[src/rtl/green_blob_tracker.sv]
// Per-frame green blob statistics: run-filtered pixel count and bounding box,
// published once per frame with a one-cycle blob_valid pulse.
module green_blob_tracker #(
  parameter int unsigned H_ACTIVE  = 640,
  parameter int unsigned V_ACTIVE  = 480,
  parameter int unsigned MIN_RUN   = 4,
  parameter int unsigned MIN_COUNT = 200
) (
  input  logic        clk,
  input  logic        rst_n,
  input  logic        pix_valid,
  input  logic [9:0]  x_in,
  input  logic [9:0]  y_in,
  input  logic        greencheck,
  output logic        blob_valid,
  output logic        blob_found,
  output logic [18:0] green_count,
  output logic [9:0]  x_min,
  output logic [9:0]  x_max,
  output logic [9:0]  y_min,
  output logic [9:0]  y_max
);

  localparam int unsigned CW = 19;
  localparam int unsigned SW = CW + 1;
  localparam int unsigned XW = 10;
  localparam int unsigned RW = 4;
  localparam logic [CW-1:0] CNT_MAX = '1;

  typedef enum logic [1:0] {WAIT_SOF, ACCUM, REPORT} state_e;

  state_e          state_q, state_d;
  logic            pv_q;
  logic [XW-1:0]   x_q, y_q;
  logic [RW-1:0]   run_q, run_d;
  logic [CW-1:0]   cnt_q, cnt_d;
  logic            have_q, have_d;
  logic [XW-1:0]   axmn_q, axmn_d, axmx_q, axmx_d, aymn_q, aymn_d, aymx_q, aymx_d;
  logic            bv_q, bv_d, found_q, found_d;
  logic [CW-1:0]   ocnt_q, ocnt_d;
  logic [XW-1:0]   oxmn_q, oxmn_d, oxmx_q, oxmx_d, oymn_q, oymn_d, oymx_q, oymx_d;

  logic            sof, eof, process, clear_base, upd;
  logic [RW-1:0]   run_b;
  logic [CW-1:0]   cnt_b;
  logic            have_b;
  logic [XW-1:0]   bxmn, bxmx, bymn, bymx, left;
  logic [RW-1:0]   add;
  logic [SW-1:0]   sum;

  // Delay the pixel qualifiers by one cycle so they line up with greencheck.
  always_ff @(posedge clk or negedge rst_n) begin
    if (!rst_n) begin
      pv_q <= 1'b0;
      x_q  <= '0;
      y_q  <= '0;
    end else begin
      pv_q <= pix_valid;
      x_q  <= x_in;
      y_q  <= y_in;
    end
  end

  always_ff @(posedge clk or negedge rst_n) begin
    if (!rst_n) begin
      state_q <= WAIT_SOF;
      run_q   <= '0;
      cnt_q   <= '0;
      have_q  <= 1'b0;
      axmn_q  <= '0;
      axmx_q  <= '0;
      aymn_q  <= '0;
      aymx_q  <= '0;
      bv_q    <= 1'b0;
      found_q <= 1'b0;
      ocnt_q  <= '0;
      oxmn_q  <= '0;
      oxmx_q  <= '0;
      oymn_q  <= '0;
      oymx_q  <= '0;
    end else begin
      state_q <= state_d;
      run_q   <= run_d;
      cnt_q   <= cnt_d;
      have_q  <= have_d;
      axmn_q  <= axmn_d;
      axmx_q  <= axmx_d;
      aymn_q  <= aymn_d;
      aymx_q  <= aymx_d;
      bv_q    <= bv_d;
      found_q <= found_d;
      ocnt_q  <= ocnt_d;
      oxmn_q  <= oxmn_d;
      oxmx_q  <= oxmx_d;
      oymn_q  <= oymn_d;
      oymx_q  <= oymx_d;
    end
  end

  always_comb begin
    state_d    = state_q;
    run_d      = run_q;
    cnt_d      = cnt_q;
    have_d     = have_q;
    axmn_d     = axmn_q;
    axmx_d     = axmx_q;
    aymn_d     = aymn_q;
    aymx_d     = aymx_q;
    bv_d       = 1'b0;
    found_d    = found_q;
    ocnt_d     = ocnt_q;
    oxmn_d     = oxmn_q;
    oxmx_d     = oxmx_q;
    oymn_d     = oymn_q;
    oymx_d     = oymx_q;
    process    = 1'b0;
    clear_base = 1'b0;
    upd        = 1'b0;
    add        = '0;
    left       = x_q;
    sum        = '0;

    sof = pv_q && (x_q == '0) && (y_q == '0);
    eof = pv_q && (x_q == XW'(H_ACTIVE - 1)) && (y_q == XW'(V_ACTIVE - 1));

    case (state_q)
      WAIT_SOF: begin
        if (sof) begin
          process    = 1'b1;
          clear_base = 1'b1;
          state_d    = ACCUM;
        end
      end
      ACCUM: begin
        if (pv_q) begin
          process    = 1'b1;
          clear_base = sof;
          if (eof) state_d = REPORT;
        end
      end
      REPORT: begin
        state_d = WAIT_SOF;
        run_d   = '0;
        cnt_d   = '0;
        have_d  = 1'b0;
        axmn_d  = '0;
        axmx_d  = '0;
        aymn_d  = '0;
        aymx_d  = '0;
      end
      default: state_d = WAIT_SOF;
    endcase

    // A start-of-frame pixel processes against freshly cleared accumulators.
    run_b  = clear_base ? '0   : run_q;
    cnt_b  = clear_base ? '0   : cnt_q;
    have_b = clear_base ? 1'b0 : have_q;
    bxmn   = clear_base ? '0   : axmn_q;
    bxmx   = clear_base ? '0   : axmx_q;
    bymn   = clear_base ? '0   : aymn_q;
    bymx   = clear_base ? '0   : aymx_q;
    if (x_q == '0) run_b = '0;

    if (process) begin
      if (greencheck) begin
        if (run_b == RW'(MIN_RUN - 1)) begin
          run_d = RW'(MIN_RUN);
          add   = RW'(MIN_RUN);
          upd   = 1'b1;
          left  = x_q - XW'(MIN_RUN - 1);
        end else if (run_b == RW'(MIN_RUN)) begin
          run_d = run_b;
          add   = RW'(1);
          upd   = 1'b1;
        end else begin
          run_d = run_b + RW'(1);
        end
      end else begin
        run_d = '0;
      end

      sum   = SW'(cnt_b) + SW'(add);
      cnt_d = sum[CW] ? CNT_MAX : sum[CW-1:0];

      have_d = have_b | upd;
      axmn_d = bxmn;
      axmx_d = bxmx;
      aymn_d = bymn;
      aymx_d = bymx;
      if (upd) begin
        if (!have_b) begin
          axmn_d = left;
          axmx_d = x_q;
          aymn_d = y_q;
          aymx_d = y_q;
        end else begin
          if (left < bxmn) axmn_d = left;
          if (x_q > bxmx)  axmx_d = x_q;
          if (y_q < bymn)  aymn_d = y_q;
          if (y_q > bymx)  aymx_d = y_q;
        end
      end

      // Last pixel: publish including its own contribution so the pulse lands in REPORT.
      if (eof) begin
        bv_d    = 1'b1;
        found_d = (cnt_d >= CW'(MIN_COUNT));
        ocnt_d  = cnt_d;
        oxmn_d  = axmn_d;
        oxmx_d  = axmx_d;
        oymn_d  = aymn_d;
        oymx_d  = aymx_d;
      end
    end
  end

  assign blob_valid  = bv_q;
  assign blob_found  = found_q;
  assign green_count = ocnt_q;
  assign x_min       = oxmn_q;
  assign x_max       = oxmx_q;
  assign y_min       = oymn_q;
  assign y_max       = oymx_q;

endmodule

[config.mk]
export PLATFORM = sky130hd
export DESIGN_NAME = green_blob_tracker
export DESIGN_NICKNAME = d
export VERILOG_FILES = /design/src/rtl/green_blob_tracker.sv
export SDC_FILE = /design/constraint.sdc
export NUM_CORES = 1
export LEC_CHECK = 0
export CAP_MARGIN = 0
export CELL_PAD_IN_SITES_DETAIL_PLACEMENT = 1
export CELL_PAD_IN_SITES_GLOBAL_PLACEMENT = 1
export CORE_UTILIZATION = 48
export CTS_CLUSTER_SIZE = 25
export DETAILED_ROUTE_END_ITERATION = 8
export PLACE_DENSITY_LB_ADDON = 0.08
export SYNTH_ARGS = -nofsm -noshare
export SYNTH_HDL_FRONTEND = slang
export SYNTH_SLANG_ARGS = --single-unit
[constraint.sdc]
create_clock -name clk -period 6.8 [get_ports clk]
set_clock_uncertainty 0.05 [all_clocks]
set_input_delay 1.02 -clock clk [delete_from_list [all_inputs] [get_ports clk]]
set_output_delay 1.02 -clock clk [all_outputs]
set_load 0.02 [all_outputs]
==> flow_metrics.py <==
metrics = {
    "global_routing": {
        "grt_max_degree": 102,
        "grt_pass1_wl_um": 38000,
        "overflow": 0,
        "grt_pass1_vias": 7064,
        "grt_usage": 0.292,
        "antenna_found_initial": 0,
    },
    "timing": {
        "post-route-min-period_ns": 5.35,
        "slew_violations": 0,
        "final-setup-viol-count": 0,
        "hold_violations": 0,
        "fmax_ghz": 0.187,
        "slew_headroom": 0.365,
        "tightestPinTransition_ns": 0.948,
        "setup_tns_ns": 0,
        "rsz0062_at_grt": "no",
        "finalCritPeriodShare": 0.787,
    },
    "die": {
        "std_cell_rows": 46,
        "die-area_mm2": 0.0171,
        "initial_utilization": 0.495,
        "pin_count": 85,
        "core_area_mm2": 0.0161,
        "dieHeight_um": 131,
        "die_w_um": 131,
    },
    "clocking": {
        "h-tree-depth": 4,
        "post_cts_buffers": 0,
        "cts_inserted_buffers": 17,
        "cts.hold.buffers_added": 0,
        "cts_root_buffer": "clkbuf_16",
        "cts.path.max_buffers": 2,
        "clkLatencyLatePin_ns": 0.44,
        "clk_pin_slew_ns": 0.06,
        "cts-resized-gates": 0,
        "cts_tree": "yes",
        "cts_sinks": 148,
    },
    "logic_synthesis": {
        "yosys.area.top_type": "dfrtp_1",
        "avgSynthCellArea_um2": 9.71,
        "synth_seq_cells": 148,
        "yosysSeqAreaShare": 0.465,
        "syn-cell-area_mm2": 0.00796,
        "synth_ff_type": "dfrtp_1",
        "synth.top_cell.area_share": 0.465,
        "yosys-top-cells-area": "dfrtp_1 (47%), ha_1 (6.9%), nand2_1 (5.1%)",
        "synth.distinct_cells": 74,
        "synth_edf_count": 0,
        "syn-num-nets": 887,
        "async_flop_share": 1.00,
        "synthCells": 819,
        "yosys_warnings": 0,
    },
    "finish": {
        "layout.nets": 951,
        "multi_input_area_mm2": 0.00388,
        "syn_to_final_growth_pct": 19.9,
        "ff_latch_area_mm2": 0.00370,
        "final_common_cell": "dfrtp_1",
        "final_core_util": 0.594,
        "num_antenna_cells": 0,
        "nFillCells": 1727,
        "layout_common_cells": "dfrtp_1 (148), nand2_1 (109), clkdlybuf4s50_1 (83)",
        "drive_gt1_frac": 0.101,
    },
    "min_path": {
        "min_from": "x_max[3]",
        "min_path_type": "reg2reg",
        "holdPathStages": 2,
        "whs_endpoint": "x_max[3]",
    },
    "route": {
        "viasPerCell": 5.99,
        "final_antenna_net_count": 0,
        "wl_per_cell_um": 21.0,
        "first_pass_iters": 5,
        "wl_um": 23300,
        "drcViolationCount": 0,
        "route.vias.total": 6659,
        "drtIter0Drc": 351,
    },
    "setup_path": {
        "arrival_ns": 5.62,
        "path_common_cell": "ha_1",
        "cp-start-kind": "flop",
        "rr_endpoint": "axmn_q[2]",
        "path_cells": "inv_1, ha_1, nor4b_2, nand3_1, and2_1, ha_1, inv_1, or3_1, a21oi_1, nand2_1, xnor2_1, ha_1, a21oi_1, o221ai_1, a221oi_1, nor3_1, a211oi_4, o21ai_2, a22o_2",
        "critPathMaxStageDelay_ns": 0.51,
        "cp_max_fo": 10,
        "cp-end-kind": "flop",
        "rr_worst_depth": 19,
        "rrSetupSlack_ns": 1.45,
        "critical-path-top-delay-family": "compound AO/OA/AOI/OAI gates",
        "criticalPathCategory": "reg2reg",
        "reg2reg_from": "x_q[0]",
        "crit_slowest_cell": "or3_1",
        "crit_required_ns": 7.06,
        "crit_buf_inv": 2,
    },
    "outcome": {
        "status": "finished clean",
    },
    "power_and_ir_drop": {
        "power_leakage_nw": 4.17,
        "powerDensity_mw_per_mm2": 207,
        "ir_drop_v": 0.000190,
    },
    "place": {
        "gp_congestion": 0.887,
        "io_buffers": 84,
        "hpwl_um": 16000,
    },
    "run": {
        "maxCapViolations": 0,
    },
}
==> metal layers <==
metal,global-route usage,routed length (um)
met1,0.380,10400
met2,0.497,11500
met3,0.0582,1010
met5,0,0
met4,0.0751,369
==> registers in the layout (all words and copies together), names as in the netlist <==
register / cells
blob_valid: 1
state_q: 2
aymx_q: 10
pv_q: 1
x_min: 10
x_max: 10
axmn_q: 10
run_q: 4
have_q: 1
green_count: 19
blob_found: 1
y_q: 10
x_q: 10
cnt_q: 19
aymn_q: 10
y_max: 10
y_min: 10
axmx_q: 10
==> worst max-delay path by stage <==
stage,from,to,depth (start not counted)
floorplan,x_q[0],axmn_q[4],20
global placement,greencheck,axmn_q[4],14
detailed placement,x_q[0],axmn_q[5],19
CTS,x_q[0],axmn_q[1],19
global route,x_q[0],axmn_q[7],19
finish,x_q[0],axmn_q[2],19
==> synth_stat cells, drive strengths merged (3+ instances only) <==
cell       n
dfrtp    148
nand2    110
o21ai     71
a22o      44
ha        44
inv       38
nor2      38
nand3     36
clkbuf    31
and2      29
a21oi     27
buf       18
nor3      17
mux2      13
nand4     13
mux2i     12
a21o      11
xnor2     11
a31oi      9
nand2b     9
nor4       8
and3       7
o31ai      7
xor2       7
a31o       4
or3        4
a211oi     3
a221oi     3
and4       3
nor2b      3
nor3b      3
o22ai      3
o2bb2ai    3
or3b       3
==> worst min-delay path: cells and delay by family (launching register included) <==
| kind | cells | cell delay, ns |
|---|---|---|
| flops | 1 | 0.34 |
| simple gates | 2 | 0.10 |
==> cells by family (layout without fill, tap and decap cells) <==
group                    after synthesis  after routing  share of synthesized area
buffers and inverters                 87            163                     0.0467
flip-flops                           148            148                      0.465
AO/OA/AOI/OAI                        204            204                      0.178
adder cells (fa/ha/maj)               44             44                     0.0692
AND/OR/NAND/NOR                      293            293                      0.187
XOR/XNOR                              18             18                     0.0198
multiplexers                          25             25                     0.0335
==> power breakdown <==
group | internal (W) | total, W | leakage, nW | switching, W
logic | 0.0000313 | 0.0000743 | 2.16 | 0.0000429
clock network | 0.000603 | 0.00100 | 0.299 | 0.000398
registers | 0.000887 | 0.000903 | 1.71 | 0.0000168
total | 0.00152 | 0.00198 | 4.17 | 0.000458
==> through the flow <==
| stage | instances | instance area (um2) | total power (W) | hold slack (ns) | setup WS [ns] |
|---|---|---|---|---|---|
| 3_3_place_gp | 1080 | 8920 | 0.000989 | 0.401 | 1.67 |
| 2_1_floorplan | 819 | 7960 | 0.000945 | 0.408 | 2.31 |
| 4_1_cts | 1111 | 9540 | 0.00199 | 0.424 | 1.50 |
| 3_5_place_dp | 1080 | 8920 | 0.000994 | 0.410 | 1.52 |
| 6_report | 1111 | 9540 | 0.00198 | 0.425 | 1.45 |
| 5_1_grt | 1111 | 9540 | 0.00204 | 0.445 | 0.955 |
==> cell type report <==
cell class	instances	share of cell area
clock buffer	19	0.0475
clock inverter	12	0.0177
inverter	38	0.0150
multi-input combinational	584	0.407
sequential	148	0.388
tap	216	0.0283
timing repair buffer	94	0.0961
Note: power is estimated with default switching activity, not from simulation.
